File: src/rtl/imem_icache_if.sv
// imem_icache_if -- bus bundle between the fetch stage / backing memory and
// the instruction cache.
//   fetch side : imem_addr_i (byte address), imem_data_o, imem_stall_o, flush_i
//   memory side: mem_req_v_o, mem_addr_o (word aligned), mem_ready_i, mem_data_i
// Signal names keep the cache's point of view (_i = into cache, _o = out of it).
// Modports:
//   slave  : the cache
//   master : fetch stage plus backing memory (or a testbench standing in for them)
interface imem_icache_if;
  logic [31:0] imem_addr_i;
  logic [31:0] imem_data_o;
  logic        imem_stall_o;
  logic        flush_i;
  logic        mem_req_v_o;
  logic [31:0] mem_addr_o;
  logic        mem_ready_i;
  logic [31:0] mem_data_i;

  modport slave (
    input  imem_addr_i, flush_i, mem_ready_i, mem_data_i,
    output imem_data_o, imem_stall_o, mem_req_v_o, mem_addr_o
  );

  modport master (
    output imem_addr_i, flush_i, mem_ready_i, mem_data_i,
    input  imem_data_o, imem_stall_o, mem_req_v_o, mem_addr_o
  );
endinterface

File: src/rtl/imem_icache.sv
// imem_icache -- direct-mapped instruction cache with in-order line refill.
// Ports:
//   clk_i  : clock, all state changes on the rising edge
//   rst_i  : synchronous active-high reset
//   bus    : imem_icache_if.slave (fetch request/response, refill read port)
// Parameters:
//   SETS       : number of lines (power of 2, >= 2)
//   LINE_WORDS : 32-bit words per line (power of 2, >= 2)
//
// state  | meaning
// IDLE   | lookup; a hit returns data in the same cycle, a miss starts a refill
// REFILL | reading the latched line from memory, word 0 upward, one per ready
module imem_icache #(
  parameter int SETS       = 16,
  parameter int LINE_WORDS = 4
) (
  input  logic           clk_i,
  input  logic           rst_i,
  imem_icache_if.slave   bus
);
  localparam int WORD_BITS = $clog2(LINE_WORDS);
  localparam int IDX_BITS  = $clog2(SETS);
  localparam int TAG_BITS  = 32 - 2 - WORD_BITS - IDX_BITS;
  localparam logic [31:0] NOP = 32'h0000_0013;

  typedef enum logic {IDLE, REFILL} state_t;

  state_t                state_q, state_d;
  logic [WORD_BITS-1:0]  cnt_q;
  logic [TAG_BITS-1:0]   base_tag_q;
  logic [IDX_BITS-1:0]   base_idx_q;
  logic                  flushed_q;
  logic [SETS-1:0]       valid_q;
  logic [TAG_BITS-1:0]   tag_q  [SETS];
  logic [31:0]           data_q [SETS][LINE_WORDS];

  logic [TAG_BITS-1:0]   req_tag;
  logic [IDX_BITS-1:0]   req_idx;
  logic [WORD_BITS-1:0]  req_word;
  logic                  unused_offset;

  logic hit, miss, line_write, refill_done;

  assign req_tag       = bus.imem_addr_i[31 -: TAG_BITS];
  assign req_idx       = bus.imem_addr_i[2 + WORD_BITS +: IDX_BITS];
  assign req_word      = bus.imem_addr_i[2 +: WORD_BITS];
  assign unused_offset = ^bus.imem_addr_i[1:0];

  // Outputs are forced to their idle values while rst_i is high so that a
  // reset landing mid-refill drops the memory request in the same cycle.
  always_comb begin
    state_d          = state_q;
    hit              = 1'b0;
    miss             = 1'b0;
    line_write       = 1'b0;
    refill_done      = 1'b0;
    bus.imem_stall_o = 1'b1;
    bus.imem_data_o  = NOP;
    bus.mem_req_v_o  = 1'b0;
    bus.mem_addr_o   = 32'h0;
    if (!rst_i) begin
      case (state_q)
        IDLE: begin
          if (valid_q[req_idx] && (tag_q[req_idx] == req_tag)) begin
            hit              = 1'b1;
            bus.imem_stall_o = 1'b0;
            bus.imem_data_o  = data_q[req_idx][req_word];
          end else begin
            miss    = 1'b1;
            state_d = REFILL;
          end
        end
        REFILL: begin
          bus.mem_req_v_o = 1'b1;
          bus.mem_addr_o  = {base_tag_q, base_idx_q, cnt_q, 2'b00};
          if (bus.mem_ready_i) begin
            line_write = 1'b1;
            if (cnt_q == WORD_BITS'(LINE_WORDS - 1)) begin
              refill_done = 1'b1;
              state_d     = IDLE;
            end
          end
        end
        default: state_d = IDLE;
      endcase
    end
  end

  always_ff @(posedge clk_i) begin
    if (rst_i) begin
      state_q    <= IDLE;
      cnt_q      <= '0;
      base_tag_q <= '0;
      base_idx_q <= '0;
      flushed_q  <= 1'b0;
      valid_q    <= '0;
    end else begin
      state_q <= state_d;
      if (miss) begin
        base_tag_q <= req_tag;
        base_idx_q <= req_idx;
        cnt_q      <= '0;
        flushed_q  <= 1'b0;
      end
      // cnt_q wraps back to zero on the last word, ready for the next miss
      if (line_write) cnt_q <= cnt_q + WORD_BITS'(1);
      // Remember a flush seen anywhere in the refill; the line fetched
      // around it may be stale, so it must not become valid.
      if (state_q == REFILL && bus.flush_i) flushed_q <= 1'b1;
      if (bus.flush_i) valid_q <= '0;
      else if (refill_done && !flushed_q) valid_q[base_idx_q] <= 1'b1;
    end
  end

  always_ff @(posedge clk_i) begin
    if (line_write) data_q[base_idx_q][cnt_q] <= bus.mem_data_i;
    if (refill_done) tag_q[base_idx_q] <= base_tag_q;
  end

endmodule

File: src/flat_wrapper.sv
// flat-port wrapper written by rule: the top's interface ports become plain ports
module imem_icache_flat 
#(
  parameter int SETS       = 16,
  parameter int LINE_WORDS = 4
)
  (clk_i, rst_i, bus_imem_addr_i, bus_flush_i, bus_mem_ready_i, bus_mem_data_i, bus_imem_data_o, bus_imem_stall_o, bus_mem_req_v_o, bus_mem_addr_o);
  imem_icache_if bus_i ();
  input  logic clk_i;
  input  logic rst_i;
  input wire logic [$bits(bus_i.imem_addr_i)-1:0] bus_imem_addr_i;
  input wire logic [$bits(bus_i.flush_i)-1:0] bus_flush_i;
  input wire logic [$bits(bus_i.mem_ready_i)-1:0] bus_mem_ready_i;
  input wire logic [$bits(bus_i.mem_data_i)-1:0] bus_mem_data_i;
  output wire logic [$bits(bus_i.imem_data_o)-1:0] bus_imem_data_o;
  output wire logic [$bits(bus_i.imem_stall_o)-1:0] bus_imem_stall_o;
  output wire logic [$bits(bus_i.mem_req_v_o)-1:0] bus_mem_req_v_o;
  output wire logic [$bits(bus_i.mem_addr_o)-1:0] bus_mem_addr_o;
  assign bus_i.imem_addr_i = bus_imem_addr_i;
  assign bus_i.flush_i = bus_flush_i;
  assign bus_i.mem_ready_i = bus_mem_ready_i;
  assign bus_i.mem_data_i = bus_mem_data_i;
  assign bus_imem_data_o = bus_i.imem_data_o;
  assign bus_imem_stall_o = bus_i.imem_stall_o;
  assign bus_mem_req_v_o = bus_i.mem_req_v_o;
  assign bus_mem_addr_o = bus_i.mem_addr_o;
  imem_icache #(.SETS(SETS), .LINE_WORDS(LINE_WORDS)) u_core (.clk_i(clk_i), .rst_i(rst_i), .bus(bus_i));
endmodule
File: config.mk
export PLATFORM = sky130hd
export DESIGN_NAME = imem_icache_flat
export DESIGN_NICKNAME = d
export VERILOG_FILES = /design/src/rtl/imem_icache_if.sv /design/src/rtl/imem_icache.sv /design/src/flat_wrapper.sv
export SDC_FILE = /design/constraint.sdc
export NUM_CORES = 2
export LEC_CHECK = 0
export ABC_CLOCK_PERIOD_IN_PS = 5350
export BUFFER_PORTS_ARGS = -buffer_cell sky130_fd_sc_hd__buf_4
export CORE_MARGIN = 2
export CORE_UTILIZATION = 60
export CTS_CLUSTER_DIAMETER = 80
export DETAILED_ROUTE_END_ITERATION = 8
export PLACE_DENSITY = 0.84
export SYNTH_ARGS = -nofsm -noshare
export SYNTH_HDL_FRONTEND = slang
export SYNTH_SLANG_ARGS = --single-unit
File: constraint.sdc
create_clock -name clk_i -period 5.35 [get_ports clk_i]
set_input_delay 0.8025 -clock clk_i [delete_from_list [all_inputs] [get_ports clk_i]]
set_output_delay 0.8025 -clock clk_i [all_outputs]
set_load 0.02 [all_outputs]
# Word level (Yosys, flattened, before mapping)
# Memory sizes are Yosys's and may differ from the RTL's.
# Index checks and enable logic that the tools add are counted.
# totals
register_bits,48
mem_bits_rw,2432
output_inout_bits,66
wordCells,69
memories,2
# mem_list
memory,depth,word_bits,rd,rd_clocked_by_memory_dff,write_ports,line,rtl
u_core.data_q,16,128,1,0,1,imem_icache.sv:35,logic [31:0] data_q [SETS][LINE_WORDS];
u_core.tag_q,16,24,1,0,1,imem_icache.sv:34,logic [TAG_BITS-1:0] tag_q [SETS];
# op_classes
n_addsub,1
order_cmp,6
eq_ne,2
mux,39
bitwise_logic,4
n_reduce_logical,9
# ops
operator,count
$mux 32,8
$mux 128,1
$bmux 32 s2,1
$demux 32 s2,1
$eq 24x24->1,1
$mux 1,23
$or 16x16->16,1
$lt 4x5->1 const B,2
$ge 3x3->1 const B,2
$not 2->3,2
$logic_and 1x1->1,5
$bmux 1 s4,1
$demux 1 s4,1
$ge 4x1->1 const B,1
$mux 2,2
$reduce_bool 2->1,2
$lt 3x1->1 const B,1
$add 2x1->2 const B,1
$eq 2x2->1 const B,1
$pmux 1 s2,1
$reduce_or 2->1,1
$logic_not 1->1,1
$not 1->1,1

# Longest topological paths before layout
# depth
word_depth,8
ltp_mapped,16

# Worst setup path before layout
# No wires, ideal clock.
# synth_timing
path_kind,input -> output
from,input bus_imem_addr_i[4]
to,output bus_imem_data_o[10]
t_arrival_ns,3.931
required_ns,4.548
setup_slack_ns,0.616
stages,10
path_buffers,6
path_cell_list,buf_6 > buf_6 > buf_6 > buf_2 > clkbuf_1 > buf_1 > mux4_2 > mux4_2 > mux4_2 > nor3b_1
# synth_via
elab_chain_len,7
# synth_lines
element,line,rtl
"start, declared",flat_wrapper.sv:11,input wire logic [$bits(bus_i.imem_addr_i)-1:0] bus_imem_addr_i;
$mem_v2 16x128,-,
$bmux 32 s2,imem_icache.sv:67,bus.imem_data_o = data_q[req_idx][req_word];
$mux 32 (not written as such) (2 in a row),imem_icache.sv:67,
$mux 32 *,imem_icache.sv:64,if (valid_q[req_idx] && (tag_q[req_idx] == req_tag)) begin
$mux 32 *,imem_icache.sv:62,case (state_q)
$mux 32 *,imem_icache.sv:61,if (!rst_i) begin
"end, declared",flat_wrapper.sv:15,output wire logic [$bits(bus_i.imem_data_o)-1:0] bus_imem_data_o;
# Mark *: on every way between the ends. The rest lies on a longest branch, timed or not. The select of a mux whose other input is x is not followed.

# Worst setup path in the final report
# layout_timing
from,input bus_imem_addr_i[4]
to,output bus_imem_data_o[17]
# The elaborated chain is that of the path after synthesis.

==> results.md <==
* Starting utilization of the core area at 0.605
* CTS sink count at about 2500
* Critical path startpoint category: primary input
* Global placer's final weighted congestion at between 0.8 and 0.9
* Fraction of the core area covered by cells at the end of the flow at 0.686
* Final period utilization at 0.981
* Worst slew margin relative to its limit at 0.148
* Depth of the worst register-to-register path at 8
* Slowest library cell on the worst path: sky130_fd_sc_hd__mux4_2
* Capturing element type of the critical path: primary output
* Count of unique library cells instantiated by Yosys at 67
* Count of mapped cells out of synthesis at approximately 4100
* PD cells at roughly 370 nW/um^2
* Ordered cell list for the critical path: buf_12 -> buf_12 -> buf_12 -> buf_12 -> buf_12 -> mux4_2 -> mux4_2 -> mux4_2 -> nor3b_1 -> buf_4 -> buf_4
* Predominant post-synthesis flop cell: sky130_fd_sc_hd__edfxtp_1
* Final count of pins violating max slew at 0
* Number of global-route vias before repair at roughly 50000
* Post-DR vias/cell at 7.64
* IR drop worst, VDD at around 530 uV
* Core Box Area at 159000 um^2
* Signed area change from the synthesized netlist to the final layout at 13.4%
* IO Port Bufs at ~130
* Remaining antenna violation count after routing at 0
* Post-CTS Hold Buffers at 0
* Die Height at about 400 um
* Number of DRC violations after detailed-routing iteration 0 at 9391
* Maximum clock frequency at ~190 MHz
* Setup CP Type: primary input to primary output
* Power Total at 40.6 mW
* CTS tree: yes
* Hold Path Cell Cnt at 3
* Global Route met3 Usage at 0.0929
* Flip-flop and latch count after synthesis at 2480
* Share of synthesized area occupied by flip-flops and latches at 0.770
* Post-layout minimum cycle time at about 5200 ps
* Outcome: finished, final reports clean
* Leak pwr at 33.8 nW
* Rows at 146
* Yosys top cell area share at 0.760
* Ratio of cells with drive above 1 in the final layout at 0.329
* Register cell area after layout at 74000 um^2
* Tot GR Track Use at 0.356
* Drt wl/cell at ~43 um
* H-tree depth at 4
* Average instance area after synthesis at 23.5 um^2
* Biggest cell delay along the critical path at roughly 580 ps
* Required time at the endpoint of the critical path at 4550 ps
* Die X-Extent at 404 um
* Latest clock arrival within the worst-skew pair at about 910 ps
* Clock Skew at 96.1 ps
* Die footprint at 163000 um^2
* Initial antenna violation count at 18
* Number of top-level design ports at 134
* Most frequent cell on the critical path: sky130_fd_sc_hd__buf_12
* Fin nets at 4461
* Number of warnings printed during yosys synthesis at 0
* Largest net degree at the start of global routing at between 100 and 150
* Netlist area before placement at a little under 100000 um^2
* Cell taking the most area after synthesis: sky130_fd_sc_hd__edfxtp_1
* GRT overflow at 0
* Detailed-placement wirelength estimate at approximately 140000 um
* Slew of the pin with the lowest slew margin at 1280 ps
* Post-Place Cells at around 6200
* Routing usage on met1 at 0.456
* Worst hold-check path type: primary input to flip-flop
* TritonCTS buffer count at around 230
* First-pass GRT wire length at between 300000 and 400000 um
* Number of setup buffers added after CTS at 0
* Met2 routing resource usage after global routing at 0.568
* Maximum fanout count along the critical path at 35
* Master cell of the clock root buffer: sky130_fd_sc_hd__clkbuf_16
* Cell types with the largest area share after synthesis: sky130_fd_sc_hd__edfxtp_1 76%, sky130_fd_sc_hd__mux4_2 18%, sky130_fd_sc_hd__dfxtp_1 1.0%
* Commonest cells in the synthesized netlist: 2432 x sky130_fd_sc_hd__edfxtp_1, 751 x sky130_fd_sc_hd__mux4_2, 130 x sky130_fd_sc_hd__clkbuf_1, 120 x sky130_fd_sc_hd__nor2_1, 56 x sky130_fd_sc_hd__mux2i_1
* Share of synthesized registers carrying an async set or reset at 0
* Most common cell in the synthesized netlist: sky130_fd_sc_hd__edfxtp_1
* Count of fill cells added during filler insertion at about 8400
* Maximum Capacitance Violations at 0
* Number of enable-type register cells in the synthesized netlist at roughly 2400
* Post-route insts no fill at 6670
* Largest buffer count on any clock path at 3
* Unrepaired setup endpoints after global routing: no
* Gr busiest metal: met2
* Clock slew seen by the registers of the worst setup and hold paths at around 70 ps
* Final Hold Violating Endpoints at 0
* Vias at ~50000
* Remaining DRCs at 0
* Area used by multi-input combinational logic at 21600 um^2
* Total detailed-routing wirelength at between 200000 and 300000 um
* Drt pass-1 iters at 6
* Data arrival time of the worst path at roughly 4400 ps
* Setup violation total in the final timing report at 0
## repair_timing
item,4_1_cts,5_1_grt
cloned,0,1
endpoints found under the hold margin,0,0
gates resized for setup,2,3
endpoints found under the setup margin,16,5
## report_power, final
group          internal (mW)  switching (mW)
Combinational          0.806            1.16
Clock                   9.49            7.64
Sequential              21.4           0.107
## final timing paths
check | startpoint | endpoint | slack [ps]
worst max-delay path | bus_imem_addr_i[4] | bus_imem_data_o[17] | 100
worst min-delay path | bus_flush_i | u_core.flushed_q$_SDFFE_PP0P_ | 340
worst max register to register | u_core.tag_q[6][19]$_DFFE_PP_ | u_core.base_tag_q[21]$_SDFFE_PP0P_ | 1310
worst min register to register | u_core.valid_q[5]$_SDFFE_PP0P_ | u_core.valid_q[5]$_SDFFE_PP0P_ | 480
## cells by family after synthesis
family          Yosys count  synth area share
other cells               1         0.0000390
flops                  2480             0.770
mux                     825             0.185
xor+xnor                 24           0.00219
fa+ha+maj                 4          0.000521
simple gates            339            0.0192
compound gates          167            0.0113
buf+inv                 253            0.0119
## routing by layer
| layer | up-vias | share of wire |
|---|---|---|
| met4 | 18 | 0.067 |
| met5 | - | 0.00043 |
| met2 | 5389 | 0.48 |
| met1 | 26300 | 0.31 |
| li1 | 18100 | - |
| met3 | 1144 | 0.13 |
## state kept, by name, indices dropped and copies added (netlist names)
| name | cells |
|---|---|
| u_core.flushed_q | 1 |
| u_core.cnt_q | 2 |
| u_core.tag_q | 384 |
| u_core.data_q | 2048 |
| u_core.base_tag_q | 24 |
| u_core.valid_q | 16 |
| u_core.base_idx_q | 4 |
| u_core.state_q | 1 |
## worst max-delay path: cells and delay by family
family / cells / cell delay (ps)
buf+inv: 7 / 1650
simple gates: 1 / 200
mux: 3 / 1690
## layout make-up
| type | instances | area share |
|---|---|---|
| well taps | 2072 | 0.0238 |
| inverters | 12 | 0.000413 |
| flip-flops and latches | 2480 | 0.679 |
| clock buffers | 261 | 0.0541 |
| clock inverters | 164 | 0.0171 |
| repair buffers | 308 | 0.0272 |
| multi-input cells | 1361 | 0.198 |
| diodes | 12 | 0.000276 |
## through the flow
stage                     hold slack [ps]  worst slack (ps)  TNS (ps)  cell area [um^2]
after global placement                445              79.6         0            101000
after global routing                  334              35.8         0            109000
after detailed placement              457             -13.5     -13.5            101000
final                                 340               104         0            109000
after floorplan                       432               616         0             96100
after CTS                             306              14.5         0            109000
## cells in the final DEF, fill, tap and decap left out, types with 10 or more instances in the layout
cell type	count
sky130_fd_sc_hd__mux2_2	14
sky130_fd_sc_hd__clkinvlp_4	11
sky130_fd_sc_hd__nand2_1	19
sky130_fd_sc_hd__o21ai_0	33
sky130_fd_sc_hd__nor3b_1	52
sky130_fd_sc_hd__buf_12	48
sky130_fd_sc_hd__nor2_4	80
sky130_fd_sc_hd__clkinv_2	43
sky130_fd_sc_hd__mux4_2	751
sky130_fd_sc_hd__and2_1	33
sky130_fd_sc_hd__nor3_1	28
sky130_fd_sc_hd__bufinv_16	32
sky130_fd_sc_hd__clkbuf_1	30
sky130_fd_sc_hd__a21oi_1	38
sky130_fd_sc_hd__nor2b_1	12
sky130_fd_sc_hd__diode_2	12
sky130_fd_sc_hd__nand3_1	10
sky130_fd_sc_hd__mux2i_1	56
sky130_fd_sc_hd__clkinv_1	55
sky130_fd_sc_hd__nand3b_1	28
sky130_fd_sc_hd__buf_4	255
sky130_fd_sc_hd__clkbuf_16	232
sky130_fd_sc_hd__inv_1	11
sky130_fd_sc_hd__o211ai_1	29
sky130_fd_sc_hd__a31oi_1	15
sky130_fd_sc_hd__xnor2_1	17
sky130_fd_sc_hd__dfxtp_1	48
sky130_fd_sc_hd__edfxtp_1	2432
sky130_fd_sc_hd__nor2_1	38
(Power assumes the default switching activity.)
